--- config.mk ---
export PLATFORM = sky130hd
export DESIGN_NAME = clock_divider_bank
export DESIGN_NICKNAME = d
export VERILOG_FILES = /design/src/rtl/clock_divider_bank.sv
export SDC_FILE = /design/constraint.sdc
export NUM_CORES = 1
export LEC_CHECK = 0
export BUFFER_PORTS_ARGS = -buffer_cell sky130_fd_sc_hd__buf_2
export CORE_MARGIN = 2
export CORE_UTILIZATION = 40
export CTS_BUF_LIST = sky130_fd_sc_hd__clkbuf_8
export DETAILED_ROUTE_END_ITERATION = 10
export MAX_ROUTING_LAYER = met4
export PLACE_DENSITY_LB_ADDON = 0.05
export SLEW_MARGIN = 0
export SYNTH_ARGS = -nofsm -noshare
export SYNTH_HDL_FRONTEND = slang
export SYNTH_SLANG_ARGS = --single-unit
--- constraint.sdc ---
create_clock -name clk -period 3.05 [get_ports clk]
set_input_delay 0.1525 -clock clk [delete_from_list [all_inputs] [get_ports clk]]
set_output_delay 0.1525 -clock clk [all_outputs]
set_load 0.05 [all_outputs]
--- src/rtl/clock_divider_bank.sv ---
// clock_divider_bank: per-channel programmable enable strobe and square-wave divider with glitch-free reload
module clock_divider_bank #(
   parameter int CHANNELS = 4,
   parameter int WIDTH = 16,
   parameter int DEFAULT_DIV = 2,
   localparam int CH_W = (CHANNELS > 1) ? $clog2(CHANNELS) : 1
) (
   input  logic                clk,
   input  logic                reset,
   input  logic                run,
   input  logic                sync,
   input  logic                load,
   input  logic [CH_W-1:0]     load_ch,
   input  logic [WIDTH-1:0]    load_div,
   output logic [CHANNELS-1:0] enable,
   output logic [CHANNELS-1:0] square
);
   logic [WIDTH-1:0] cnt_q [CHANNELS];
   logic [WIDTH-1:0] cnt_d [CHANNELS];
   logic [WIDTH-1:0] div_q [CHANNELS];
   logic [WIDTH-1:0] div_d [CHANNELS];
   logic [WIDTH-1:0] pend_q [CHANNELS];
   logic [WIDTH-1:0] pend_d [CHANNELS];
   logic [CHANNELS-1:0] pv_q, pv_d, en_q, en_d, sq_q, sq_d, sel;
   always_comb begin
      for (int i = 0; i < CHANNELS; i++) begin
         sel[i] = load && (load_ch == CH_W'(i));
         cnt_d[i] = cnt_q[i];
         div_d[i] = div_q[i];
         pend_d[i] = pend_q[i];
         pv_d[i] = pv_q[i];
         sq_d[i] = sq_q[i];
         en_d[i] = 1'b0;
         if (sync) begin
            cnt_d[i] = '0;
            sq_d[i] = 1'b0;
            pv_d[i] = 1'b0;
            div_d[i] = sel[i] ? load_div : (pv_q[i] ? pend_q[i] : div_q[i]);
         end else begin
            // divisors 0 and 1 wrap on every running edge
            if (run && (div_q[i] <= WIDTH'(1) || cnt_q[i] == div_q[i] - WIDTH'(1))) begin
               cnt_d[i] = '0;
               en_d[i] = 1'b1;
               sq_d[i] = ~sq_q[i];
               div_d[i] = pv_q[i] ? pend_q[i] : div_q[i];
               pv_d[i] = 1'b0;
            end else if (run) begin
               cnt_d[i] = cnt_q[i] + WIDTH'(1);
            end
            if (sel[i]) begin
               pend_d[i] = load_div;
               pv_d[i] = 1'b1;
            end
         end
      end
   end
   always_ff @(posedge clk) begin
      if (reset) begin
         for (int i = 0; i < CHANNELS; i++) begin
            cnt_q[i] <= '0;
            div_q[i] <= WIDTH'(DEFAULT_DIV);
            pend_q[i] <= '0;
         end
         pv_q <= '0;
         en_q <= '0;
         sq_q <= '0;
      end else begin
         cnt_q <= cnt_d;
         div_q <= div_d;
         pend_q <= pend_d;
         pv_q <= pv_d;
         en_q <= en_d;
         sq_q <= sq_d;
      end
   end
   assign enable = en_q;
   assign square = sq_q;
endmodule

* After elaboration in Yosys (flattened, before gate mapping)
Cells that the tools add are included.
** Storage, ports and cells
- Register bits :: 204
- Output and inout port bits :: 8
- Word-level logic and storage cells :: 103
- Bits of input ports :: 23
** Cells by class
- Eq/ne operators :: 7
- Order comparisons :: 4
- Bitwise operators :: 5
- Reductions and logical operators :: 30
- Add/sub/neg operators :: 8
- Mux-type cells :: 28
** Operators with widths (number)
- 16-bit 2-to-1 mux :: 16
- 16-bit by 1-bit adder with 16-bit output, second input constant :: 4
- 16-bit equality test :: 4
- 16-bit by 1-bit less-or-equal comparator with 1-bit output, second input constant :: 4
- 16-bit by 1-bit subtractor with 16-bit output, second input constant :: 4
- 2-bit nonzero test :: 8
- 1-bit 2-to-1 mux :: 12
- 3-bit OR reduction :: 4
- 1-bit logical AND :: 8
- 2-bit AND reduction :: 4
- 1-bit inverter :: 5
- 2-bit equality test, second input constant :: 2
- 1-bit logical OR :: 4
- 2-bit by 1-bit equality test with 1-bit output, second input constant :: 1
- 2-bit logical NOT :: 1
- 2-bit OR reduction :: 1

* Logic depth before layout (Yosys ltp)
- Depth after elaboration :: 6
- Mapped depth :: 12
- Depth with buffers taken out :: 9

* Least setup slack after synthesis
Ideal clock, no wire load.
- Path type :: flip-flop to flip-flop
- Start point :: register div_q[48] in the netlist's numbering
- End point :: register pv_q[0]
- Buffers on the path :: 1
- Cell stages (with the launch flop) :: 10
- Data required time :: 2.920 ns
- Clock period less this slack :: 3.190 ns
- Setup time :: 0.130 ns
- Arrival :: 3.060 ns
- Setup slack :: -0.140 ns
- Path through :: dfxtp_1 -> inv_1 -> ha_1 -> or3b_2 -> nor2_1 -> a21oi_1 -> or4b_2 -> o41ai_2 -> buf_2 -> o22ai_1
** On the way
- Longest elaborated chain between the ends :: 5
- Elaborated cells on any way between the ends :: 6
- Classes of those cells :: add/sub (1); order compare (1); eq/ne (1); reduce/logical (3)
** RTL lines
- start, declared :: line 20 : logic [WIDTH-1:0] div_q [CHANNELS];
- start signal, assigned by index :: line 61 : div_q[i] <= WIDTH'(DEFAULT_DIV);
- start signal, assigned :: line 69 : div_q <= div_d;
- 16-bit by 1-bit subtractor with 16-bit output :: line 41 : if (run && (div_q[i] <= WIDTH'(1) || cnt_q[i] == div_q[i] - WIDTH'(1))) begin
- 16-bit equality test :: line 41
- 1-bit logical OR (*) :: line 41
- 1-bit logical AND (*) :: line 41
- 2-bit nonzero test (no source line) (*)
- end signal, assigned :: line 71 : pv_q <= pv_d;
- end, declared :: line 24 : logic [CHANNELS-1:0] pv_q, pv_d, en_q, en_d, sq_q, sq_d, sel;
Mark *: on every way between the ends. The rest lies on a longest branch, timed or not.
A chain may end at the register's enable or synchronous reset.

* Final worst setup path
- Start point :: register div_q[2] in the netlist's numbering
- End point :: register cnt_q[9] in the netlist's numbering
** On the way
- Longest elaborated chain between the ends :: 5
- Elaborated cells on any way between the ends :: 6
- Classes of those cells :: add/sub (1); order compare (1); eq/ne (1); reduce/logical (3)
** RTL lines
- 16-bit by 1-bit subtractor with 16-bit output :: line 41
- 16-bit equality test :: line 41
- 1-bit logical OR (*) :: line 41
- 1-bit logical AND (*) :: line 41
- 3-bit OR reduction (no source line) (*)
- end signal, assigned :: line 68 : cnt_q <= cnt_d;
- end, declared :: line 18 : logic [WIDTH-1:0] cnt_q [CHANNELS];
Marked as above.

==> flow_summary.json <==
{
  "status": "complete, but fails checks",
  "failed_checks": "setup timing",
  "cts_max_path_buffers": 3,
  "rsz0062_at_grt": "yes",
  "num_vias": 10900,
  "stdcell_count": 1979,
  "final_min_period_over_clock_period_pct": 101,
  "first_global_vias": 10100,
  "cts_tree": "built",
  "maximum_number_of_pins_on_one_net_before_global_route_repair": 77,
  "tritoncts.num_buffers": 40,
  "clock-skew-final_ns": 0.0157,
  "period_needed_ns": 3.09,
  "synth_common_cells": "204 x sky130_fd_sc_hd__dfxtp_1, 197 x sky130_fd_sc_hd__nand2_1, 143 x sky130_fd_sc_hd__nor2_1",
  "clock_tree.htree_level_count": 2,
  "powerDensity_nw_per_um2": 476,
  "die-height_microns": 175,
  "worst_setup_hold_path_clk_slew_ns": 0.06,
  "worst_slew_pin_slew_ns": 0.800,
  "detail_route.iter0.violations": 708,
  "seq_area_frac_synth_pct": 34.7,
  "postSynthRegisterBits": 204,
  "area_growth_pct": 16.1,
  "grt.total_usage_pct": 22.3,
  "grt_pass1_wl_microns": 54600,
  "clock_sink_count": 204,
  "cts-root-buf": "sky130_fd_sc_hd__clkbuf_8",
  "final_nets": 1600,
  "critical_path.most_common_cell": "sky130_fd_sc_hd__or4_4",
  "p_leak_nw": 5.17,
  "drt_wl_total_microns": 33900,
  "dp_hpwl_microns": 22900,
  "route.detailed.wl_per_inst_microns": 17.1,
  "slew_limit_fails": 0,
  "timing_hold_violations_final": 0,
  "ys_async_sr_fraction_pct": 0,
  "final_antenna_net_count": 0,
  "synth.most_common_cell": "sky130_fd_sc_hd__dfxtp_1",
  "layout.cell_area.non_filler_sq_um": 13600,
  "design_power_total_w": 0.00650,
  "post_drt_via_cell_ratio": 5.51,
  "worst_voltage_drop_across_the_vdd_grid_mv": 0.237,
  "pre_cts_slack_ns": -0.0542,
  "area_post_placement_sq_um": 12600,
  "comb_power_share_pct": 16.6,
  "critical_path_peak_fanout": 16,
  "die_width_microns": 175,
  "start_util_pct": 40.7,
  "slew_headroom_pct": 46.6,
  "clk-insertion-delay-late_ns": 0.54,
  "timing.final.ws_setup_ns": -0.0390,
  "fmax_mhz": 324,
  "synth_edf_count": 0,
  "core_sq_um": 28900,
  "share_seq_of_total_power_pct": 43.2,
  "yosys_most_used_dff": "sky130_fd_sc_hd__dfxtp_1",
  "clkPwrFrac_pct": 40.2,
  "number_of_primary_i_o_pins": 31,
  "chain_of_cells_forming_the_critical_path": "or4_4, or4_4, or4_4, a222oi_1, buf_4, buf_4, nand4_1, a31oi_4, buf_12, nor2_1",
  "yosys.area.top_type_share_pct": 34.7,
  "buffer_ports.inserted": 30,
  "net-switching-power_w": 0.00189,
  "synth_area_leader_cell": "sky130_fd_sc_hd__dfxtp_1",
  "fillers": 2930,
  "p_int_w": 0.00462,
  "detailedRoute.firstPassIterationCount": 5,
  "worst_setup_path_end_kind": "flop",
  "syn_inst": 1519,
  "rd_place_congestion": 0.899,
  "timing.reg2reg.worst_path_depth": 10,
  "synth.area.top_cells": "sky130_fd_sc_hd__dfxtp_1 35%, sky130_fd_sc_hd__nand2_1 6.3%, sky130_fd_sc_hd__a21oi_1 5.4%",
  "postSynthAreaPerCell_sq_um": 7.74,
  "setup_viol": 24,
  "drc_errors": 0,
  "synth-warning-count": 0,
  "hold_path.class": "in -> reg",
  "critPathKind": "reg -> reg",
  "globalRouteOverflowTotal": 0,
  "drive_above_1_share_pct": 14.1,
  "ys_types": 76,
  "cp.required_ns": 3.48,
  "hold-path-cell-count": 3,
  "switching_share_of_total_power_pct": 29.0,
  "initial_antenna_violation_count": 1,
  "timing.critical_path.arrival_ns": 3.52,
  "critPathMaxStageDelay_ns": 0.53,
  "row_count": 62,
  "die-area_sq_um": 30800,
  "cp_max_delay_cell": "sky130_fd_sc_hd__or4_4",
  "synthesis.area_sq_um": 11800,
  "crit_path_start_kind": "flop",
  "synth_fp_nets": 1554,
  "maxCapViolations": 0,
  "placed_cells": 1889
}
[stage by stage]
stage                     hold WS (ns)  setup TNS [ns]  utilization (%)
after floorplan                  0.288               0                -
after global placement           0.437               0             43.7
after detailed placement         0.442          -0.348             43.7
after CTS                    0.0000117               0             46.9
after global routing            0.0391           -5.46             47.3
final                           0.0381          -0.564             47.3
[flip-flops by register name, summed over array words and instances, names as in the netlist]
register  count
pv_q          4
enable        4
div_q        64
cnt_q        64
square        4
pend_q       64
[kinds of logic after synthesis]
logic type | after synthesis | share of synthesized area [%]
AND/OR/NAND/NOR | 648 | 27.3
AO/OA/AOI/OAI | 331 | 18.8
flip-flops | 204 | 34.7
buffers and inverters | 161 | 5.43
XOR/XNOR | 136 | 10.1
multiplexers | 27 | 2.32
adder cells (fa/ha/maj) | 12 | 1.28
[timing repair]
action,CTS,global route
hold buffers,14,0
endpoints found under the setup margin,23,128
pin swaps,1,8
resized for setup,2,23
gates cloned,0,1
setup buffers,1,2
hold endpoints to repair,53,0
[power by group through the flow]
stage	Combinational, W	Sequential [W]	Clock (W)
3_5_place_dp	0.00101	0.00287	0
4_1_cts	0.00104	0.00281	0.00271
2_1_floorplan	0.000706	0.00285	0
6_report	0.00108	0.00281	0.00261
5_1_grt	0.00119	0.00282	0.00283
3_3_place_gp	0.00101	0.00287	0
[area by class of cell]
type	instances	area [sq um]	area share, %
clock buffers	48	661	4.84
multi-input cells	1155	7160	52.5
well taps	384	480	3.52
inverters	35	131	0.963
diodes	1	2.50	0.0183
flip-flops and latches	204	4090	29.9
clock inverters	23	97.6	0.715
repair buffers	129	1030	7.52
[routing by layer]
metal | track usage (%) | vias to the layer above | wire length (microns)
li1 | - | 5461 | -
met1 | 31.0 | 5173 | 16800
met2 | 33.9 | 214 | 15000
met3 | 3.38 | 47 | 1450
met4 | 5.65 | 0 | 597
met5 | - | - | 0
[worst max-delay path, delay by kind of cell, from the launching register on]
family / cells / cell delay [ns]
flip-flops: 1 / 0.31
AO/OA/AOI/OAI: 2 / 0.52
buffers and inverters: 3 / 0.43
AND/OR/NAND/NOR: 5 / 1.70
[final timing paths]
check | startpoint | to | slack [ns]
min reg2reg | pend_q[7]$_SDFFE_PP0P_ | pend_q[7]$_SDFFE_PP0P_ | 0.45
max reg2reg | div_q[2]$_SDFFE_PP0P_ | cnt_q[9]$_SDFFE_PP0P_ | -0.04
max | div_q[2]$_SDFFE_PP0P_ | cnt_q[9]$_SDFFE_PP0P_ | -0.04
min | load_div[7] | pend_q[7]$_SDFFE_PP0P_ | 0.04
[placed cells by master, fill, tap and decap left out, types with 10 or more instances in the layout]
| cell type | count |
|---|---|
| sky130_fd_sc_hd__a21oi_1 | 126 |
| sky130_fd_sc_hd__a22oi_2 | 14 |
| sky130_fd_sc_hd__a311o_1 | 16 |
| sky130_fd_sc_hd__a31oi_1 | 22 |
| sky130_fd_sc_hd__and3_1 | 21 |
| sky130_fd_sc_hd__buf_2 | 29 |
| sky130_fd_sc_hd__buf_4 | 77 |
| sky130_fd_sc_hd__clkbuf_8 | 48 |
| sky130_fd_sc_hd__dfxtp_1 | 201 |
| sky130_fd_sc_hd__dlygate4sd3_1 | 14 |
| sky130_fd_sc_hd__ha_1 | 11 |
| sky130_fd_sc_hd__inv_1 | 54 |
| sky130_fd_sc_hd__mux2i_1 | 25 |
| sky130_fd_sc_hd__nand2_1 | 197 |
| sky130_fd_sc_hd__nand2b_1 | 28 |
| sky130_fd_sc_hd__nand3_1 | 46 |
| sky130_fd_sc_hd__nand3b_1 | 20 |
| sky130_fd_sc_hd__nand4_1 | 21 |
| sky130_fd_sc_hd__nor2_1 | 142 |
| sky130_fd_sc_hd__nor3_1 | 67 |
| sky130_fd_sc_hd__nor4_1 | 19 |
| sky130_fd_sc_hd__o21ai_0 | 57 |
| sky130_fd_sc_hd__o22a_1 | 16 |
| sky130_fd_sc_hd__o41ai_1 | 16 |
| sky130_fd_sc_hd__or3_1 | 13 |
| sky130_fd_sc_hd__or4_1 | 10 |
| sky130_fd_sc_hd__xnor2_1 | 67 |
| sky130_fd_sc_hd__xor2_1 | 69 |
Power figures use the tool's default switching activity.
